`config.mk`:
```
export PLATFORM = sky130hd
export DESIGN_NAME = calc_rpn_engine
export DESIGN_NICKNAME = d
export VERILOG_FILES = /design/src/rtl/calc_pkg.sv /design/src/rtl/calc_stack.sv /design/src/rtl/calc_rpn_engine.sv
export SDC_FILE = /design/constraint.sdc
export NUM_CORES = 1
export LEC_CHECK = 0
export BUFFER_PORTS_ARGS = -buffer_cell sky130_fd_sc_hd__buf_2
export CAP_MARGIN = 20
export CORE_MARGIN = 2
export CORE_UTILIZATION = 65
export DETAILED_ROUTE_END_ITERATION = 16
export PLACE_DENSITY = 0.8
export RECOVER_POWER = 100
export SLEW_MARGIN = 0
export SYNTH_ARGS = -nofsm -noshare
export SYNTH_HDL_FRONTEND = slang
export SYNTH_SLANG_ARGS = --single-unit
```
`constraint.sdc`:
```
create_clock -name clk -period 12.7 [get_ports clk]
set_input_delay 0.635 -clock clk [delete_from_list [all_inputs] [get_ports clk]]
set_output_delay 0.635 -clock clk [all_outputs]
set_load 0.05 [all_outputs]
```
`src/rtl/calc_pkg.sv`:
```
// Shared types for the RPN calculator: token kinds, opcodes, FSM states and
// token field positions, plus the operand sign-extension helper.
package calc_pkg;

  typedef enum logic [1:0] {
    K_PUSH  = 2'd0,
    K_OP    = 2'd1,
    K_EQUAL = 2'd2,
    K_CLEAR = 2'd3
  } kind_e;

  typedef enum logic [2:0] {
    OP_ADD  = 3'd0,
    OP_SUB  = 3'd1,
    OP_MUL  = 3'd2,
    OP_NEG  = 3'd3,
    OP_DUP  = 3'd4,
    OP_DROP = 3'd5,
    OP_SWAP = 3'd6,
    OP_NOP  = 3'd7
  } opcode_e;

  typedef enum logic [1:0] {
    S_IDLE  = 2'd0,
    S_FETCH = 2'd1,
    S_EXEC  = 2'd2,
    S_OUT   = 2'd3
  } state_e;

  localparam int TOK_W     = 16;
  localparam int KIND_MSB  = 15;
  localparam int KIND_LSB  = 14;
  localparam int OPND_MSB  = 13;
  localparam int OPC_MSB   = 2;
  localparam int MAX_WIDTH = 64;

  // Callers truncate the result to their datapath width (WIDTH <= MAX_WIDTH).
  function automatic logic [MAX_WIDTH-1:0] sext_operand(input logic [OPND_MSB:0] opnd);
    return {{(MAX_WIDTH-OPND_MSB-1){opnd[OPND_MSB]}}, opnd};
  endfunction

endpackage

```
`src/rtl/calc_stack.sv`:
```
// Register-array operand stack: pop (0..2) then push in one cycle, plus swap of the top two.
// Single-cycle update; no backpressure, the caller guarantees legal requests.
module calc_stack
  import calc_pkg::*;
#(
  parameter int WIDTH = 16,
  parameter int DEPTH = 8,
  parameter int DW    = $clog2(DEPTH+1)
) (
  input  logic             clk,
  input  logic             reset_n,
  input  logic             clear,
  input  logic [1:0]       pop_n,
  input  logic             push,
  input  logic [WIDTH-1:0] push_data,
  input  logic             swap,
  output logic [WIDTH-1:0] top,
  output logic [WIDTH-1:0] next,
  output logic [DW-1:0]    depth,
  output logic             full,
  output logic             empty,
  output logic             has2
);

  localparam int IW = $clog2(DEPTH);

  logic [WIDTH-1:0] mem [DEPTH];
  logic [DW-1:0]    depth_r;
  logic [DW-1:0]    base;
  logic [IW-1:0]    top_i;
  logic [IW-1:0]    next_i;
  logic [IW-1:0]    wr_i;

  assign base   = depth_r - DW'(pop_n);
  assign top_i  = IW'(depth_r - DW'(1));
  assign next_i = IW'(depth_r - DW'(2));
  assign wr_i   = IW'(base);

  assign depth = depth_r;
  assign empty = (depth_r == '0);
  assign full  = (depth_r == DW'(DEPTH));
  assign has2  = (depth_r >= DW'(2));
  assign top   = empty ? '0 : mem[top_i];
  assign next  = has2 ? mem[next_i] : '0;

  always_ff @(posedge clk or negedge reset_n) begin
    if (!reset_n) begin
      depth_r <= '0;
    end else if (clear) begin
      depth_r <= '0;
    end else begin
      depth_r <= base + DW'(push);
    end
  end

  // Entry storage is datapath only; occupancy alone decides what is live.
  always_ff @(posedge clk) begin
    if (!clear) begin
      if (swap) begin
        mem[top_i]  <= next;
        mem[next_i] <= top;
      end
      if (push) begin
        mem[wr_i] <= push_data;
      end
    end
  end

endmodule

```
`src/rtl/calc_rpn_engine.sv`:
```
// RPN token engine: pops tokens from a FWFT FIFO, executes them on the operand stack, and
// presents the top on EQUAL. At most 1 token per 2 cycles; a stalled result stalls the FIFO.
module calc_rpn_engine
  import calc_pkg::*;
#(
  parameter int WIDTH       = 16,
  parameter int STACK_DEPTH = 8
) (
  input  logic                             clk,
  input  logic                             reset_n,
  input  logic [WIDTH-1:0]                 fifo_data_i,
  input  logic                             fifo_empty_i,
  output logic                             fifo_rd_o,
  output logic [WIDTH-1:0]                 res_data_o,
  output logic                             res_valid_o,
  input  logic                             res_ready_i,
  output logic [$clog2(STACK_DEPTH+1)-1:0] depth_o,
  output logic                             err_underflow_o,
  output logic                             err_overflow_o,
  output logic                             busy_o
);

  localparam int DW = $clog2(STACK_DEPTH+1);

  state_e           state;
  logic [TOK_W-1:0] tok;
  kind_e            kind;
  opcode_e          opc;

  logic [WIDTH-1:0] top, next, push_data;
  logic [1:0]       pop_n;
  logic             push, swap, clear, full, empty, has2;
  logic             unf, ovf, to_out;

  assign kind      = kind_e'(tok[KIND_MSB:KIND_LSB]);
  assign opc       = opcode_e'(tok[OPC_MSB:0]);
  assign fifo_rd_o = (state == S_FETCH) && !fifo_empty_i;
  assign busy_o    = !((state == S_FETCH) && fifo_empty_i);

  calc_stack #(.WIDTH(WIDTH), .DEPTH(STACK_DEPTH), .DW(DW)) u_stack (
    .clk       (clk),
    .reset_n   (reset_n),
    .clear     (clear),
    .pop_n     (pop_n),
    .push      (push),
    .push_data (push_data),
    .swap      (swap),
    .top       (top),
    .next      (next),
    .depth     (depth_o),
    .full      (full),
    .empty     (empty),
    .has2      (has2)
  );

  // Stack requests and error pulses are only asserted in S_EXEC.
  always_comb begin
    pop_n     = 2'd0;
    push      = 1'b0;
    swap      = 1'b0;
    clear     = 1'b0;
    push_data = top;
    unf       = 1'b0;
    ovf       = 1'b0;
    to_out    = 1'b0;
    if (state == S_EXEC) begin
      case (kind)
        K_PUSH: begin
          if (full) ovf = 1'b1;
          else begin
            push      = 1'b1;
            push_data = WIDTH'(sext_operand(tok[OPND_MSB:0]));
          end
        end
        K_OP: begin
          case (opc)
            OP_ADD, OP_SUB, OP_MUL: begin
              if (!has2) unf = 1'b1;
              else begin
                pop_n = 2'd2;
                push  = 1'b1;
                if (opc == OP_ADD)      push_data = next + top;
                else if (opc == OP_SUB) push_data = next - top;
                else                    push_data = next * top;
              end
            end
            OP_NEG: begin
              if (empty) unf = 1'b1;
              else begin
                pop_n     = 2'd1;
                push      = 1'b1;
                push_data = WIDTH'(0) - top;
              end
            end
            OP_DUP: begin
              if (empty)     unf  = 1'b1;
              else if (full) ovf  = 1'b1;
              else           push = 1'b1;
            end
            OP_DROP: begin
              if (empty) unf = 1'b1;
              else       pop_n = 2'd1;
            end
            OP_SWAP: begin
              if (!has2) unf  = 1'b1;
              else       swap = 1'b1;
            end
            default: ;
          endcase
        end
        K_EQUAL: begin
          if (empty) unf    = 1'b1;
          else       to_out = 1'b1;
        end
        K_CLEAR: clear = 1'b1;
        default: ;
      endcase
    end
  end

  always_ff @(posedge clk or negedge reset_n) begin
    if (!reset_n) begin
      state           <= S_IDLE;
      tok             <= '0;
      res_data_o      <= '0;
      res_valid_o     <= 1'b0;
      err_underflow_o <= 1'b0;
      err_overflow_o  <= 1'b0;
    end else begin
      case (state)
        S_IDLE: state <= S_FETCH;
        S_FETCH: begin
          if (!fifo_empty_i) begin
            tok   <= fifo_data_i[TOK_W-1:0];
            state <= S_EXEC;
          end
        end
        S_EXEC: begin
          if (to_out) begin
            res_data_o  <= top;
            res_valid_o <= 1'b1;
            state       <= S_OUT;
          end else begin
            state <= S_FETCH;
          end
        end
        S_OUT: begin
          if (res_ready_i) begin
            res_valid_o <= 1'b0;
            state       <= S_FETCH;
          end
        end
        default: state <= S_IDLE;
      endcase
      if (clear) begin
        err_underflow_o <= 1'b0;
        err_overflow_o  <= 1'b0;
      end else begin
        if (unf) err_underflow_o <= 1'b1;
        if (ovf) err_overflow_o  <= 1'b1;
      end
    end
  end

endmodule
```
Yosys cells after proc, flatten, opt, wreduce, memory -nomap -nowiden

Memories as Yosys holds them, arrays and structs flattened.
Index checks and enable logic that the tools add are counted.

Add/sub/neg operators: 7
Multiply operators: 1
Magnitude comparators: 1
Equality and inequality tests: 16
Muxes and demuxes: 60
Bitwise gates (word level): 1
Reductions and logical operators: 20

Operator list:

| operator                                                              | count |
|---|---|
| 16-bit two-way mux                                                    | 9 |
| 16-bit one-hot mux with 2 select lines                                | 2 |
| 1-bit two-way mux                                                     | 33 |
| 16-bit adder                                                          | 1 |
| 16-bit by 16-bit multiplier with 16-bit output                        | 1 |
| 16-bit OR reduction                                                   | 1 |
| 1-bit by 16-bit subtractor with 16-bit output, first input constant   | 1 |
| 16-bit subtractor                                                     | 1 |
| 2-bit two-way mux                                                     | 6 |
| 1-bit one-hot mux with 2 select lines                                 | 5 |
| 3-bit equality test, second input constant                            | 3 |
| 2-bit equality test, second input constant                            | 4 |
| 2-bit one-hot mux with 4 select lines                                 | 1 |
| 3-bit by 2-bit equality test with 1-bit output, second input constant | 2 |
| 2-bit != test, second input constant                                  | 3 |
| 2-bit AND reduction                                                   | 3 |
| 2-bit nonzero test                                                    | 3 |
| 3-bit OR reduction                                                    | 2 |
| 4-bit by 1-bit adder with 4-bit output                                | 1 |
| 2-bit by 1-bit equality test with 1-bit output, second input constant | 2 |
| 4-bit equality test, second input constant                            | 1 |
| 4-bit by 2-bit >= comparator with 1-bit output, second input constant | 1 |
| 2-bit zero test                                                       | 2 |
| 4-bit zero test                                                       | 1 |
| 15 further kinds                                                      | 17 |

Bits in registers: 41
RAM bits: 128
Output and inout port bits: 25
Word-level logic and storage cells: 114
Memories: 1

Memories:

| memory      | words | bits a word | rd ports | clocked after memory_dff | write ports | RTL line         | RTL |
|---|---|---|---|---|---|---|---|
| u_stack.mem | 8     | 16          | 2        | 0                        | 2           | calc_stack.sv:27 | `logic [WIDTH-1:0] mem [DEPTH];` |

Logic depth before layout (Yosys ltp)

Gate-level depths: netlist (run 1).

Word-level depth: 11
Gate-level depth with buffers: 39

Modules after synthesis

A second synthesis (run 1) with hierarchy kept.

Cells, all modules: 2111
Area total of the unflattened synthesis: 18709.2 sq um

By module, submodules not included:

| module          | instances | cells an instance | area each (sq um) |
|---|---|---|---|
| calc_stack      | 1         | 1060              | 10441.3 |
| calc_rpn_engine | 1         | 1051              | 8267.9 |

Least setup slack after synthesis (run 1)

No wires, ideal clock.

Path kind: register to register
Start: reg u_stack.depth_r[1], in the netlist u_stack.depth[1]
End: mem u_stack.mem[0][12] (data pin)
Setup time: 275 ps
Data arrival time: 8534 ps
Required time: 12425 ps
Path slack: 3891 ps
Cell stages (with the launch flop): 32
Path buffers: 7
Clock period less this slack: 8809 ps
Cell sequence: dfrtp_1 > buf_4 > buf_4 > buf_2 > inv_1 > ha_1 > buf_2 > clkbuf_1 > mux4_2 > mux2i_1 > or2_1 > buf_2 > inv_2 > clkbuf_1 > nand2_1 > fa_1 > fa_1 > inv_1 > ha_1 > fa_1 > ha_1 > inv_1 > fa_1 > inv_1 > ha_1 > or4_1 > and3_1 > a21o_1 > a211o_1 > a311o_1 > a31oi_1 > a21oi_1

RTL lines:

| what                   | RTL line         | RTL |
|---|---|---|
| start, declared        | calc_stack.sv:28 | `logic [DW-1:0] depth_r;` |
| start signal, assigned | calc_stack.sv:52 | `depth_r <= base + DW'(push);` |
| end, declared          | calc_stack.sv:27 |  |

==> results.sh, run 1 <==
export IMPL_root_buffer="clkbuf_16"
export IMPL_synth_top_area_share_pct=23.6
export IMPL_drc=0
export IMPL_ctsHoldBuffers=0
export IMPL_hold_start="fifo_data_i[14]"
export IMPL_wirelength_mm=54.8
export IMPL_reg2reg_from="u_stack.depth[0]"
export IMPL_skew_ns=0.0114
export IMPL_maxCapViolCount=5
export IMPL_timing_fmax_mhz=89.8
export IMPL_cts_resized=0
export IMPL_r2r_slack_ns=1.56
export IMPL_r2r_end="u_stack.mem[0][13]"
export IMPL_fillCellCount=1850
export IMPL_vias=14300
export IMPL_ys_flop_type="edfxtp_1"
export IMPL_htreeDepth=4
export IMPL_path_common_cell="inv_1"
export IMPL_drive_above_1_share_pct=10.8
export IMPL_synth_most_common_cell="nand2_1"
export IMPL_worst_pin_slew_ns=2.41
export IMPL_diodes=0
export IMPL_io_pin_count=45
export IMPL_nNetsFinal=1910
export IMPL_port_buffers=44
export IMPL_gp_congestion=1.04
export IMPL_wl_per_cell_um=26.8
export IMPL_ys_types=89
export IMPL_cts_reportedPaths_clkPinSlew_ns=0.07
export IMPL_yosys_register_bits=169
export IMPL_setup_tns_final_ns=0
export IMPL_async_flop_share_pct=24.3
export IMPL_synthCells=1725
export IMPL_grt_pass1_vias=13900
export IMPL_vias_per_cell=7.00
export IMPL_holdWs_ns=0.400
export IMPL_die_h_um=162
export IMPL_dieArea_um2=26400
export IMPL_insertion_delay_ns=0.44
export IMPL_synth_area_um2=16300
export IMPL_status="finished, violations left"
export IMPL_track_usage_pct=42.5
export IMPL_grt_max_degree=42
export IMPL_min_path_type="primary input to flop"
export IMPL_ys_warn_count=0
export IMPL_syn_nets=1926
export IMPL_postRouteAntennaNets=0
export IMPL_placement_rows=57
export IMPL_cts_buffer_depth=2
export IMPL_area_growth_pct=4.87
export IMPL_seq_area_frac_synth_pct=29.8
export IMPL_critPathMaxStageDelay_ns=1.40
export IMPL_min_period_over_period_pct=87.7
export IMPL_core_um2=24500
export IMPL_period_minus_slack_ns=11.14
export IMPL_dr_pass1_iters=8
export IMPL_hold_path_depth=3
export IMPL_cts_tree="done"
export IMPL_grt_pass1_wl_mm=82.7
export IMPL_synth_common_cells="nand2_1, inv_1, nor2_1"
export IMPL_rsz0062_at_grt="false"
export IMPL_synth_edf_count=128
export IMPL_crit_family="adder cells"
export IMPL_start_util_pct=66.7
export IMPL_cts_buffers=17
export IMPL_drt_iter0_markers=2314
export IMPL_slew_headroom_pct=-60.6
export IMPL_dieWidth_um=162
export IMPL_crit_required_ns=12.85
export IMPL_crit_buf_inv=7
export IMPL_cp_arrival_ns=11.28
export IMPL_cp_slowest_cell="dfrtp_1"
export IMPL_cts_sinks=169
export IMPL_gr_total_overflow=0
export IMPL_cp_max_fo=33
export IMPL_slew_viol_final=148
export IMPL_hold_viol_final=0
export IMPL_hold_path_end="tok[14]"
export IMPL_syn_avg_cell_area_um2=9.46
export IMPL_violations="capacitance limit, slew limit"
export IMPL_cp_start_kind="flop"
export IMPL_dp_hpwl_mm=38.8
export IMPL_yosys_area_top_type="edfxtp_1"
export IMPL_endpoint_kind="flop"
export IMPL_synth_area_leaders="edfxtp_1, fa_1, mux4_2, ha_1, dfrtp_1"
export IMPL_critical_path_class="flop to flop"
export IMPL_antenna_found_initial=2
export IMPL_setup_viol=0
export IMPL_cts_setup_buffers=0
export IMPL_r2r_cells=27
worst max path at each step:
stage | startpoint | cells after the start | end
final | u_stack.depth[0] | 27 | u_stack.mem[0][13]
after global routing | u_stack.depth[0] | 24 | u_stack.mem[2][12]
after CTS | u_stack.depth[0] | 27 | u_stack.mem[0][13]
after detailed placement | u_stack.depth[0] | 27 | u_stack.mem[0][13]
after global placement | u_stack.depth[0] | 27 | u_stack.mem[0][13]
after floorplan | u_stack.depth[1] | 31 | u_stack.mem[0][12]
through the flow:
step	cell area, µm²	worst slack [ns]	util (%)	std cells
finish	17100	1.56	70.0	2045
global placement	16600	2.90	68.0	2010
floorplan	16300	3.89	-	1725
global route	17100	1.09	70.0	2045
detailed placement	16700	2.79	68.1	2012
CTS	17200	2.71	70.4	2043
registers in the layout, summed over array words and instances, names as in the netlist:
name / count
res_data_o: 16
u_stack.depth: 4
err_underflow_o: 1
tok: 16
u_stack.mem: 128
state: 2
res_valid_o: 1
err_overflow_o: 1
worst reg2reg max path, cell delays in order, from the launching register on:
cell,delay (ns)
dfrtp_1,1.40
inv_1,0.32
ha_1,0.89
buf_4,0.49
mux4_2,0.42
and2_0,0.19
a21oi_2,0.73
inv_1,0.56
ha_1,0.50
fa_1,0.52
inv_1,0.05
fa_1,0.47
fa_1,0.52
inv_1,0.04
ha_1,0.28
fa_1,0.49
inv_1,0.05
fa_1,0.47
inv_1,0.04
ha_1,0.22
nor4_1,0.29
a21oi_1,0.16
a21o_1,0.20
a21o_1,0.20
xnor2_1,0.27
o2111ai_1,0.20
a21oi_1,0.68
o22ai_1,0.19
layer usage:
| metal | up-vias | global-route usage [%] | wire (µm) |
|---|---|---|---|
| li1 | 6005 | - | - |
| met1 | 6779 | 55.7 | 19600 |
| met2 | 1250 | 62.0 | 23200 |
| met3 | 282 | 15.7 | 8670 |
| met4 | 4 | 22.4 | 3360 |
| met5 | - | 0 | 30 |
placed cells by master (no fill, tap or decap), types with 13 or more instances in the layout:
cell         n
ha_1        98
buf_4       20
fa_1        83
dfrtp_1     40
nand2_1    241
nor2_1     156
clkbuf_1    39
mux2_2      16
nor3_1      26
buf_2       20
o22ai_1     23
a21oi_1     81
mux4_2      57
a31oi_1     17
o21ai_0    156
clkbuf_16   17
mux2i_1     21
inv_1      158
xnor2_1     53
edfxtp_1   128
a21o_1      13
and2_1      18
cells by family (layout without fill, tap and decap cells):
| group | Yosys count | count (layout) | synth area share [%] |
|---|---|---|---|
| AO/OA/AOI/OAI | 395 | 395 | 15.2 |
| XOR/XNOR | 67 | 67 | 3.76 |
| adder cells (fa/ha/maj) | 181 | 181 | 17.7 |
| buffers and inverters | 277 | 273 | 7.31 |
| flip-flops | 169 | 169 | 29.8 |
| multiplexers | 105 | 105 | 11.9 |
| AND/OR/NAND/NOR | 531 | 531 | 14.4 |
final cells by class:
cell class | instances | area, µm² | area share, %
Multi-Input combinational cell | 1279 | 10200 | 59.9
Sequential cell | 169 | 4870 | 28.5
Inverter | 164 | 621 | 3.63
Clock buffer | 18 | 429 | 2.51
Tap cell | 324 | 405 | 2.37
Timing Repair Buffer | 78 | 393 | 2.30
Clock inverter | 13 | 145 | 0.848
Power of run 1 is left out: the tool's default activity adds up to more than one toggle a clock period on the data nets, which glitch-free logic cannot reach.
==> inputs of run 2 (changes only) <==
ABC_AREA = 1   (was not set)
==> run 2 against run 1 <==
  * The run still ends with capacitance limit, slew limit left
  * Worst setup slack worse by 0.35 ns
  * Synthesized cell count grew 38%
  * Die area up 4.0%
  * Highest routed layer is now met4
==> results.sh, run 2 <==
export IMPL_cts_buffers=17
export IMPL_dp_hpwl_mm=42.3
export IMPL_postRouteAntennaNets=0
export IMPL_cts_buffer_depth=2
export IMPL_syn_avg_cell_area_um2=7.14
export IMPL_insertion_delay_ns=0.45
export IMPL_dr_pass1_iters=9
export IMPL_synth_common_cells="nand2_1, inv_1, o21ai_0"
export IMPL_top_regs="u_stack.mem x128, res_data_o x16, tok x16"
export IMPL_most_common_layout_cells="nand2_1, inv_1, o21ai_0"
export IMPL_path_common_cell="nand2_1"
export IMPL_top_register="u_stack.mem"
export IMPL_cp_start_kind="flop"
export IMPL_skew_ns=0.0221
export IMPL_grt_max_degree=89
export IMPL_wirelength_mm=59.9
export IMPL_cts_reportedPaths_clkPinSlew_ns=0.08
export IMPL_period_minus_slack_ns=11.48
export IMPL_start_util_pct=65.8
export IMPL_syn_nets=2582
export IMPL_status="finished, violations left"
export IMPL_hold_viol_final=0
export IMPL_area_growth_pct=4.93
export IMPL_drive_above_1_share_pct=5.49
export IMPL_cts_sinks=169
export IMPL_synthCells=2381
export IMPL_async_flop_share_pct=24.3
export IMPL_grt_pass1_vias=16100
export IMPL_holdWs_ns=0.382
export IMPL_slew_viol_final=143
export IMPL_vias=17100
export IMPL_die_h_um=166
export IMPL_rsz0062_at_grt="false"
export IMPL_yosys_area_top_type="edfxtp_1"
export IMPL_dieWidth_um=166
export IMPL_drt_iter0_markers=2572
export IMPL_final_common_cell="nand2_1"
export IMPL_critPathMaxStageDelay_ns=1.49
export IMPL_diodes=0
export IMPL_placement_rows=59
export IMPL_critical_path_class="flop to flop"
export IMPL_cts_setup_buffers=0
export IMPL_ctsHoldBuffers=0
export IMPL_htreeDepth=4
export IMPL_drc=0
export IMPL_min_period_over_period_pct=90.4
export IMPL_crit_required_ns=12.90
export IMPL_largest_reg_flops=128
export IMPL_maxCapViolCount=5
export IMPL_track_usage_pct=43.1
export IMPL_cts_tree="done"
export IMPL_gr_total_overflow=0
export IMPL_vias_per_cell=6.35
export IMPL_cp_slowest_cell="clkbuf_1"
export IMPL_setup_tns_final_ns=0
export IMPL_min_path_type="primary input to flop"
export IMPL_violations="capacitance limit, slew limit"
export IMPL_ys_types=55
export IMPL_worst_pin_slew_ns=3.15
export IMPL_wl_per_cell_um=22.2
export IMPL_synth_area_leaders="edfxtp_1, nand2_1, fa_1, o21ai_0, ha_1"
export IMPL_ys_warn_count=0
export IMPL_timing_fmax_mhz=87.1
export IMPL_antenna_found_initial=0
export IMPL_grt_pass1_wl_mm=90.7
export IMPL_gp_congestion=1.01
export IMPL_port_buffers=44
export IMPL_synth_most_common_cell="nand2_1"
export IMPL_nNetsFinal=2554
export IMPL_seq_area_frac_synth_pct=28.7
export IMPL_cp_max_fo=33
export IMPL_setup_viol=0
export IMPL_cts_resized=0
export IMPL_fin_util_pct=69.0
export IMPL_dieArea_um2=27400
export IMPL_cp_arrival_ns=11.68
export IMPL_synth_area_um2=17000
export IMPL_ys_flop_type="edfxtp_1"
export IMPL_slew_headroom_pct=-112
export IMPL_synth_edf_count=128
export IMPL_core_um2=25800
export IMPL_root_buffer="clkbuf_16"
export IMPL_io_pin_count=45
export IMPL_synth_top_area_share_pct=22.6
export IMPL_yosys_register_bits=169
export IMPL_endpoint_kind="flop"
==> run 2: cell types whose count changed after synthesis, moves of 43 or more <==
cell,previous run,this run
nand3_1,11,146
nand2_1,239,621
inv_1,158,309
xnor2_1,53,10
nor2_1,156,222
mux4_2,57,0
o21ai_0,153,250
==> run 2: cell families after synthesis <==
logic type / share of synthesized area, %
simple gates: 26.1
fa+ha+maj: 17.0
xor+xnor: 1.69
flops: 28.7
compound gates: 15.6
buf+inv: 11.0
==> run 2: routing by layer <==
layer  vias up  wire length, µm  track usage [%]
met1      7829            21000             54.3
met5         -                0                0
met4         0             5490             31.3
met2      1284            25800             65.3
li1       7664                -                -
met3       361             7680             10.2
==> run 2: worst max-delay path: cells and delay by family, from the launching register on <==
| family | cells | cell delay, ns |
|---|---|---|
| adder cells (fa/ha/maj) | 8 | 3.58 |
| flip-flops | 1 | 0.32 |
| AO/OA/AOI/OAI | 3 | 0.74 |
| AND/OR/NAND/NOR | 21 | 2.72 |
| buffers and inverters | 8 | 3.83 |
==> run 2: area by class of cell <==
type | count | area [µm²]
Clock buffer | 17 | 425
Clock inverter | 15 | 198
Fill cell | 2240 | 8010
Inverter | 325 | 1220
Multi-Input combinational cell | 1755 | 10200
Sequential cell | 169 | 4870
Tap cell | 335 | 419
Timing Repair Buffer | 85 | 462
==> run 2: final timing paths <==
check,start,end,slack [ns],cells after the start
setup / recovery,u_stack.depth[1],u_stack.mem[5][15],1.22,40
hold / removal,fifo_data_i[10],tok[10],0.38,3
setup reg to reg,u_stack.depth[1],u_stack.mem[5][15],1.22,40
hold reg to reg,res_data_o[15],res_data_o[15],0.49,2
max in group asynchronous,reset_n,u_stack.depth[0],10.08,1
min in group asynchronous,reset_n,state[1],0.92,1
==> run 2: metrics by stage <==
step,setup WS (ns),area [µm²],std cells
6_report,1.22,17800,2701
5_1_grt,1.06,17800,2701
4_1_cts,2.98,18000,2700
3_5_place_dp,3.01,17300,2668
3_3_place_gp,3.26,17300,2667
2_1_floorplan,4.39,17000,2381
Power of run 2 is left out for the same reason.
